[src/rtl/servo_pkg.sv]
// Shared types and timing helpers for the servo ramp / PWM slice.
package servo_pkg;

  typedef enum logic {IDLE, MOVE} state_t;

  localparam int CENTER = 128;

  function automatic int centerOf(input int posW);
    return 1 << (posW - 1);
  endfunction

  function automatic int frameCycles(input int clkHz, input int pwmHz);
    return clkHz / pwmHz;
  endfunction

  // 64-bit intermediate: microseconds times a 100 MHz clock overflows 32 bits
  function automatic int usToCycles(input int us, input int clkHz);
    longint prod;
    prod = longint'(us) * longint'(clkHz);
    return int'(prod / 64'd1_000_000);
  endfunction

  function automatic int scaleOf(input int minCyc, input int maxCyc, input int posW);
    return (maxCyc - minCyc) / ((1 << posW) - 1);
  endfunction

endpackage

[src/rtl/servo_pwm_gen.sv]
// 50 Hz servo frame generator: frame counter, frame-boundary width latch and
// pulse compare with a registered output.
module servo_pwm_gen #(
  parameter int FRAME_CYC = 2_000_000,
  parameter int MIN_CYC   = 100_000,
  parameter int SCALE     = 392,
  parameter int POS_W     = 8,
  parameter int RST_WIDTH = 150_176
) (
  input  logic             clk_i,
  input  logic             rst_i,
  input  logic [POS_W-1:0] pos_i,
  output logic             frame_start_o,
  output logic             pwm_o
);

  localparam int CNT_W = $clog2(FRAME_CYC);
  localparam logic [CNT_W-1:0] LAST_CNT = CNT_W'(FRAME_CYC - 1);

  logic [CNT_W-1:0] cnt_q;
  logic [CNT_W-1:0] width_q;
  logic [CNT_W-1:0] width_d;
  logic             frame_start_q;
  logic             pwm_q;

  always_comb begin
    width_d = CNT_W'(MIN_CYC) + CNT_W'(pos_i) * CNT_W'(SCALE);
  end

  // Width only reloads on the last count so a pulse is never cut or stretched mid-frame
  always_ff @(posedge clk_i) begin
    if (rst_i) begin
      cnt_q         <= '0;
      width_q       <= CNT_W'(RST_WIDTH);
      frame_start_q <= 1'b0;
      pwm_q         <= 1'b0;
    end else begin
      frame_start_q <= (cnt_q == '0);
      pwm_q         <= (cnt_q < width_q);
      if (cnt_q == LAST_CNT) begin
        cnt_q   <= '0;
        width_q <= width_d;
      end else begin
        cnt_q <= cnt_q + 1'b1;
      end
    end
  end

  assign frame_start_o = frame_start_q;
  assign pwm_o         = pwm_q;

endmodule

[src/rtl/servo_ramp_pwm.sv]
// Servo position ramp: latches targets, steps toward them on each tick and drives the PWM.
// Optional SERVO_LIMIT_EN clamps accepted targets to [LIM_LO, LIM_HI] and pulses limit_hit.
module servo_ramp_pwm
  import servo_pkg::*;
#(
  parameter int CLK_HZ = 100_000_000,
  parameter int PWM_HZ = 50,
  parameter int MIN_US = 1000,
  parameter int MAX_US = 2000,
  parameter int POS_W  = 8,
  parameter int STEP   = 4
`ifdef SERVO_LIMIT_EN
  ,
  parameter int LIM_LO = 20,
  parameter int LIM_HI = 235
`endif
) (
  input  logic             clk,
  input  logic             rst,
  input  logic             tick,
  input  logic [POS_W-1:0] target,
  input  logic             target_valid,
  output logic [POS_W-1:0] pos,
  output logic             busy,
  output logic             frame_start,
  output logic             limit_hit,
  output logic             pwm_out
);

  localparam int FRAME_CYC = frameCycles(CLK_HZ, PWM_HZ);
  localparam int MIN_CYC   = usToCycles(MIN_US, CLK_HZ);
  localparam int MAX_CYC   = usToCycles(MAX_US, CLK_HZ);
  localparam int SCALE     = scaleOf(MIN_CYC, MAX_CYC, POS_W);
  localparam int CENTER_I  = centerOf(POS_W);
  localparam logic [POS_W-1:0] CENTER_POS = POS_W'(CENTER_I);
  localparam logic [POS_W:0]   POS_MAX    = (POS_W+1)'((1 << POS_W) - 1);
  localparam logic [POS_W:0]   STEP_W     = (POS_W+1)'(STEP);

  state_t                 state_q;
  logic [POS_W-1:0]       pos_q;
  logic [POS_W-1:0]       pos_d;
  logic [POS_W-1:0]       tgt_q;
  logic                   busy_q;
  logic                   limit_q;
  logic [POS_W-1:0]       tgtClamped;
  logic                   clampHit;
  logic signed [POS_W:0]  diff;
  logic [POS_W:0]         mag;
  logic [POS_W:0]         stepAmt;
  logic [POS_W:0]         sumUp;

  always_comb begin
    tgtClamped = target;
    clampHit   = 1'b0;
`ifdef SERVO_LIMIT_EN
    if (target < POS_W'(LIM_LO)) begin
      tgtClamped = POS_W'(LIM_LO);
      clampHit   = 1'b1;
    end else if (target > POS_W'(LIM_HI)) begin
      tgtClamped = POS_W'(LIM_HI);
      clampHit   = 1'b1;
    end
`endif
  end

  // One extra bit keeps the signed difference and the upward sum from wrapping
  always_comb begin
    diff    = $signed({1'b0, tgt_q}) - $signed({1'b0, pos_q});
    mag     = diff[POS_W] ? $unsigned(-diff) : $unsigned(diff);
    stepAmt = (mag > STEP_W) ? STEP_W : mag;
    sumUp   = {1'b0, pos_q} + stepAmt;
    pos_d   = pos_q;
    if (!diff[POS_W]) begin
      pos_d = (sumUp > POS_MAX) ? POS_MAX[POS_W-1:0] : sumUp[POS_W-1:0];
    end else if ({1'b0, pos_q} < stepAmt) begin
      pos_d = '0;
    end else begin
      pos_d = pos_q - stepAmt[POS_W-1:0];
    end
  end

  // A step in the same cycle as a new target still uses the previously latched target
  always_ff @(posedge clk) begin
    if (rst) begin
      state_q <= IDLE;
      pos_q   <= CENTER_POS;
      tgt_q   <= CENTER_POS;
      busy_q  <= 1'b0;
      limit_q <= 1'b0;
    end else begin
      limit_q <= target_valid & clampHit;
      if (target_valid) begin
        tgt_q <= tgtClamped;
      end
      case (state_q)
        IDLE: begin
          if (tgt_q != pos_q) begin
            state_q <= MOVE;
            busy_q  <= 1'b1;
          end
        end
        MOVE: begin
          if (pos_q == tgt_q) begin
            state_q <= IDLE;
            busy_q  <= 1'b0;
          end else if (tick) begin
            pos_q <= pos_d;
          end
        end
        default: begin
          state_q <= IDLE;
          busy_q  <= 1'b0;
        end
      endcase
    end
  end

  servo_pwm_gen #(
    .FRAME_CYC(FRAME_CYC),
    .MIN_CYC  (MIN_CYC),
    .SCALE    (SCALE),
    .POS_W    (POS_W),
    .RST_WIDTH(MIN_CYC + CENTER_I * SCALE)
  ) uPwmGen (
    .clk_i        (clk),
    .rst_i        (rst),
    .pos_i        (pos_q),
    .frame_start_o(frame_start),
    .pwm_o        (pwm_out)
  );

  assign pos       = pos_q;
  assign busy      = busy_q;
  assign limit_hit = limit_q;

endmodule
[config.mk]
export PLATFORM = sky130hd
export DESIGN_NAME = servo_ramp_pwm
export DESIGN_NICKNAME = d
export VERILOG_FILES = /design/src/rtl/servo_pkg.sv /design/src/rtl/servo_pwm_gen.sv /design/src/rtl/servo_ramp_pwm.sv
export SDC_FILE = /design/constraint.sdc
export NUM_CORES = 1
export LEC_CHECK = 0
export CAP_MARGIN = 20
export CORE_MARGIN = 8
export CORE_UTILIZATION = 30
export CTS_CLUSTER_SIZE = 25
export DETAILED_ROUTE_END_ITERATION = 6
export GPL_ROUTABILITY_DRIVEN = 0
export PLACE_DENSITY = 0.49
export SYNTH_ARGS = -nofsm -noshare
export SYNTH_HDL_FRONTEND = slang
export SYNTH_HIERARCHICAL = 1
export SYNTH_SLANG_ARGS = --single-unit
[constraint.sdc]
create_clock -name clk -period 13.1 [get_ports clk]
set_clock_uncertainty 0.15 [all_clocks]
set_input_delay 1.965 -clock clk [delete_from_list [all_inputs] [get_ports clk]]
set_output_delay 1.965 -clock clk [all_outputs]
set_load 0.01 [all_outputs]
# [Word level (Yosys, flattened, before mapping)]
# Cells that the tools add are included.
[op_classes] n_mul=1 div=0 muxes=11 n_reduce_logical=4 shift=0 n_eq_ne=5 n_lt_le_gt_ge=4 bitwise=2 n_addsub=6
[ops] op="8-bit two-way mux" n=3
[ops] op="21-bit by 1-bit adder with 21-bit output (second input constant)" n=1
[ops] op="21-bit == test (second input constant)" n=1
[ops] op="21-bit logical NOT" n=1
[ops] op="21-bit < comparator" n=1
[ops] op="17-bit by 17-bit adder with 18-bit output (first input constant)" n=1
[ops] op="9-bit two-way mux" n=2
[ops] op="8-bit by 6-bit multiplier with 14-bit output (second input constant)" n=1
[ops] op="8-bit by 9-bit adder with 9-bit output" n=1
[ops] op="9-bit by 3-bit > comparator with 1-bit output (second input constant)" n=1
[ops] op="9-bit by 8-bit > comparator with 1-bit output (second input constant)" n=1
[ops] op="8-bit by 9-bit < comparator with 1-bit output" n=1
[ops] op="9-bit negation" n=1
[ops] op="8-bit by 8-bit subtractor with 9-bit output" n=1
[ops] op="8-bit == test" n=1
[ops] op="8-bit inequality test" n=1
[ops] op="8-bit subtractor" n=1
[ops] op="1-bit two-way mux" n=4
[ops] op="1-bit one-hot mux with 2 select lines" n=2
[ops] op="3-bit AND reduction" n=1
[ops] op="2-bit by 1-bit inequality test with 1-bit output (second input constant)" n=1
[ops] op="2-bit inequality test (second input constant)" n=1
[ops] op="1-bit NOT" n=2
[ops] op="2-bit AND reduction" n=1
[ops] op="2-bit OR reduction" n=1
[word_totals] mem_bits_rw=0 output_inout_bits=12 ff_bits=62 memories=0 in_bits=12 wordCells=41 mem_bits_ro=0 latchBits=0

# [Depth between registers and ports, before layout]
[depth] word_depth=9 ltp_mapped=21

# [By module]
# The synthesis kept the hierarchy.
[modules_own_cells] module="servo_pwm_gen" n_inst=1 cells_each=312 seq_area_each_um2=760.7 area_per_inst_um2=2683.8
[modules_own_cells] module="servo_ramp_pwm" n_inst=1 cells_each=240 seq_area_each_um2=360.3 area_per_inst_um2=1918.1

# [Worst setup path after synthesis]
# No wires, ideal clock.
[synth_path] path_type="register to register" startpoint="register pos_q[1], in the netlist pos[1]" endpoint="register pos_q[4], in the netlist pos[4]" n_path_buf=0 setup_slack_ps=8755 stages_incl_launch_ff=17 t_required_ps=12801 period_less_slack_ps=4345 arrival_ps=4046 setup_time_ps=149 cell_sequence="dfxtp_1 -> inv_1 -> fa_1 -> a21o_1 -> a221oi_4 -> o21ai_2 -> or4_1 -> nand4b_1 -> o21ai_2 -> or2_1 -> ha_1 -> a21oi_1 -> o31ai_1 -> a221oi_2 -> nor3_1 -> o32ai_1 -> a221oi_1"
[synth_via] elab_chain_cells=9
[synth_rtl] element="start, declared" line_no="servo_ramp_pwm.sv:40" text="logic [POS_W-1:0] pos_q;"
[synth_rtl] element="start signal, assigned" line_no="servo_ramp_pwm.sv:107" text="pos_q <= pos_d;"
[synth_rtl] element="8-bit by 8-bit subtractor with 9-bit output" line_no="servo_ramp_pwm.sv:68" text="diff = $signed({1'b0, tgt_q}) - $signed({1'b0, pos_q});"
[synth_rtl] element="9-bit negation" line_no="servo_ramp_pwm.sv:69" text="mag = diff[POS_W] ? $unsigned(-diff) : $unsigned(diff);"
[synth_rtl] element="9-bit two-way mux" line_no="servo_ramp_pwm.sv:69"
[synth_rtl] element="9-bit by 3-bit > comparator with 1-bit output" line_no="servo_ramp_pwm.sv:70" text="stepAmt = (mag > STEP_W) ? STEP_W : mag;"
[synth_rtl] element="9-bit two-way mux" line_no="servo_ramp_pwm.sv:70"
[synth_rtl] element="8-bit by 9-bit adder with 9-bit output" line_no="servo_ramp_pwm.sv:71" text="sumUp = {1'b0, pos_q} + stepAmt;"
[synth_rtl] element="9-bit by 8-bit > comparator with 1-bit output" line_no="servo_ramp_pwm.sv:74" text="pos_d = (sumUp > POS_MAX) ? POS_MAX[POS_W-1:0] : sumUp[POS_W-1:0];"
[synth_rtl] element="8-bit two-way mux" line_no="servo_ramp_pwm.sv:74"
[synth_rtl] element="8-bit two-way mux" line_no="servo_ramp_pwm.sv:73" text="if (!diff[POS_W]) begin"
# Parallel ways exist; a longest one is shown, timed or not.
# A chain may end at the register's enable or synchronous reset.

# [Worst setup path after layout]
[layout_path] startpoint="register pos_q[1], in the netlist pos[1]" endpoint="register pos_q[2], in the netlist pos[2]"
# Same word-level chain as after synthesis.

==> flow_summary_export.csv <==
group,metric,value,unit
yosys,synth_mux_area_share,1.74,%
critical_path,crit_fanout,12,
yosys,synth.top_cells.by_area,"dfxtp_1 (24%), ha_1 (20%), nor2_1 (4.7%)",
critical_path,r2r_slack,7.92,ns
yosys,ys_top_cells_by_count,"ha_1 (72), nor2_1 (58), dfxtp_1 (56)",
critical_path,crit_required,13.09,ns
yosys,synth.cell_area,4600,µm²
timing,post-route-min-period,5.18,ns
critical_path,endpoint_kind,"flip-flop",
clock_network,clockRootBuffer,"clkbuf_16",
power,vdd.ir_drop.worst,0.0000472,V
critical_path,startpoint_type,"flip-flop",
global_route,grtUsageTotal,11.6,%
critical_path,arrival,5.17,ns
yosys,yosysUniqueCellTypes,64,
layout,areaGrowthSynthToFinish,12.5,%
routing,finalWirelength,10900,µm
floorplanning,rows,45,
yosys,avgSynthCellArea,8.34,µm²
global_route,grt_pass1_wl,19000,µm
floorplanning,die-area,19600,µm²
global_route,grt_pass1_vias,3963,
floorplanning,io_pins,24,
routing,vias_per_cell,5.12,
routing,drc,0,
yosys,synth_xor_area_share,7.80,%
yosys,synth_flop_cell,"dfxtp_1",
clock_network,cts_tree,"done",
clock_network,clk_latency,0.29,ns
timing,fmax,0.193,GHz
clock_network,postCtsSetupRepairBufs,0,
floorplanning,start_util,30.5,%
status,status,"finished, final reports clean",
routing,drtIter0Drc,198,
layout,instances_no_fill,765,
yosys,ys_seq_elements,56,
power,p_leak,2.33,nW
clock_network,cts.path.max_buffers,2,
timing,finalHoldViolations,0,
floorplanning,fp.dieH,140,µm
layout,num_antenna_cells,0,
placement,post-place-ws,7.96,ns
clock_network,hold_buffers,0,
yosys,synth_top_area_share,24.4,%
clock_network,post_cts_resized,0,
placement,portBuffers,22,
yosys,yosys.area_share.simple,19.2,%
yosys,async_flop_share,0,%
yosys,synth_top_family_by_area,"adder cells",
yosys,ys_seq_area_share,24.4,%
floorplanning,die_w,140,µm
floorplanning,core-area,15100,µm²
clock_network,numCtsBuffers,5,
yosys,synthCells,552,
timing,worst-slew-pin-transition,0.796,ns
timing,setup_viol,0,
timing,slew_viol_final,0,
routing,wl_per_cell,14.3,µm
power,power_density,117,nW/µm²
critical_path,critPathKind,"flip-flop to flip-flop",
timing,final.setup.worst_slack,7.92,ns
layout,layout.nets,666,
timing,max_slew_margin,46.8,%
flow_run,cap_viol_max_count,0,
routing,drtAntennaViolNets,0,
yosys,synth-compound-area-share,19.1,%
global_route,grt.overflow.total,0,
yosys,synth_largest_area_cell,"dfxtp_1",
clock_network,cts.sinks,56,
yosys,yosysMostFrequentCell,"ha_1",
global_route,antenna_found_initial,0,
min_path,hp-class,"flip-flop to flip-flop",
timing,rsz0062_at_grt,"false",
routing,dr.pass1.iters,5,
layout,drive_above_1_share,3.12,%
placement,place_hpwl,8570,µm
timing,fin_tns_setup,0,ns
timing,fin_crit_sh,39.6,%
yosys,ys_warn_count,6,
yosys,synth_fa_ha_area_share,22.2,%
placement,place_inst,757,
yosys,synth-edff-count,0,
global_route,grt_max_degree,35,
clock_network,h-tree-depth,2,
routing,dr_total_vias,3916,
clock_network,cts.clk_slew.worst_paths,0.07,ns
## kinds of logic after synthesis
group                    after synthesis
XOR/XNOR                              41
multiplexers                           8
other                                  2
adder cells (fa/ha/maj)               78
AO/OA/AOI/OAI                        126
buffers and inverters                 63
flip-flops                            56
AND/OR/NAND/NOR                      178
## placed cells by master, fill, tap and decap left out, types with 4 or more instances in the layout
cell type | netlist | final
a211o_1 | 6 | 6
a211oi_1 | 9 | 9
a21o_1 | 13 | 13
a21oi_1 | 34 | 34
a221oi_1 | 7 | 7
and3_1 | 8 | 8
clkbuf_16 | 0 | 5
clkdlybuf4s50_1 | 0 | 22
conb_1 | 2 | 12
dfxtp_1 | 56 | 56
fa_1 | 6 | 6
ha_1 | 72 | 72
inv_1 | 45 | 45
mux2i_1 | 8 | 8
nand2_1 | 32 | 32
nand2b_1 | 4 | 4
nand3_1 | 14 | 14
nand4_1 | 10 | 10
nor2_1 | 58 | 58
nor2b_1 | 7 | 7
nor3_1 | 15 | 15
nor4_1 | 5 | 5
o21ai_0 | 21 | 21
or3_1 | 4 | 4
or4_1 | 4 | 4
xnor2_1 | 19 | 19
xor2_1 | 22 | 22
## stage by stage
step | util [%] | instance area (µm²) | hold slack (ns) | total power, mW
2_1_floorplan | - | 4640 | 0.282 | 0.405
3_3_place_gp | 33.3 | 5030 | 0.297 | 0.468
3_5_place_dp | 33.3 | 5030 | 0.301 | 0.470
4_1_cts | 34.3 | 5180 | 0.311 | 0.610
5_1_grt | 34.3 | 5180 | 0.324 | 0.654
6_report | 34.3 | 5180 | 0.306 | 0.605
## routing by layer
| layer | vias to the layer above | part of all wire, % | global-route usage, % |
|---|---|---|---|
| met5 | - | 0 | 0 |
| met4 | 0 | 0.52 | 2.00 |
| li1 | 2011 | - | - |
| met3 | 4 | 3.3 | 2.26 |
| met1 | 1846 | 48 | 14.4 |
| met2 | 55 | 48 | 20.4 |
## final cells by class
type | instances | area (µm²)
clock buffers | 7 | 143
fillers | 1635 | 9910
clock inverters | 1 | 7.51
multi-input cells | 443 | 3260
repair buffers | 24 | 235
well taps | 188 | 235
inverters | 46 | 173
flip-flops and latches | 56 | 1120
## power by group
| part | switching, mW | total (mW) | leakage (nW) | internal [mW] |
|---|---|---|---|---|
| combinational | 0.162 | 0.280 | 1.81 | 0.117 |
| sequential | 0.0124 | 0.190 | 0.456 | 0.177 |
| clock | 0.0588 | 0.135 | 0.0701 | 0.0763 |
| total | 0.234 | 0.605 | 2.33 | 0.371 |
## critical path, stage by stage, from the launching register on
cell and delay (ns):
dfxtp_1 0.54, inv_1 0.21, fa_1 0.50, a21o_1 0.22, a221oi_4 0.29, o21ai_2 0.23, or4_1 0.58, nand4b_1 0.13
o21ai_2 0.11, or2_1 0.23, ha_1 0.29, a21oi_1 0.26, o31ai_1 0.20, a221oi_2 0.56, nor2_1 0.13, a22oi_1 0.29
a221oi_1 0.12
## registers in the layout (all words and copies together) (netlist names)
signal and cells:
tgt_q 8, state_q 1, uPwmGen/cnt_q 21, uPwmGen/frame_start_o 1
busy 1, uPwmGen/width_q 15, uPwmGen/pwm_o 1, pos 8
## worst paths after layout
| path | start | endpoint | depth (start not counted) |
|---|---|---|---|
| min | uPwmGen/width_q[10] | uPwmGen/width_q[10] | 2 |
| max reg2reg | pos[1] | pos[2] | 16 |
| min reg2reg | uPwmGen/width_q[10] | uPwmGen/width_q[10] | 2 |
| max | pos[1] | pos[2] | 16 |
Note: power is estimated with default switching activity, not from simulation.
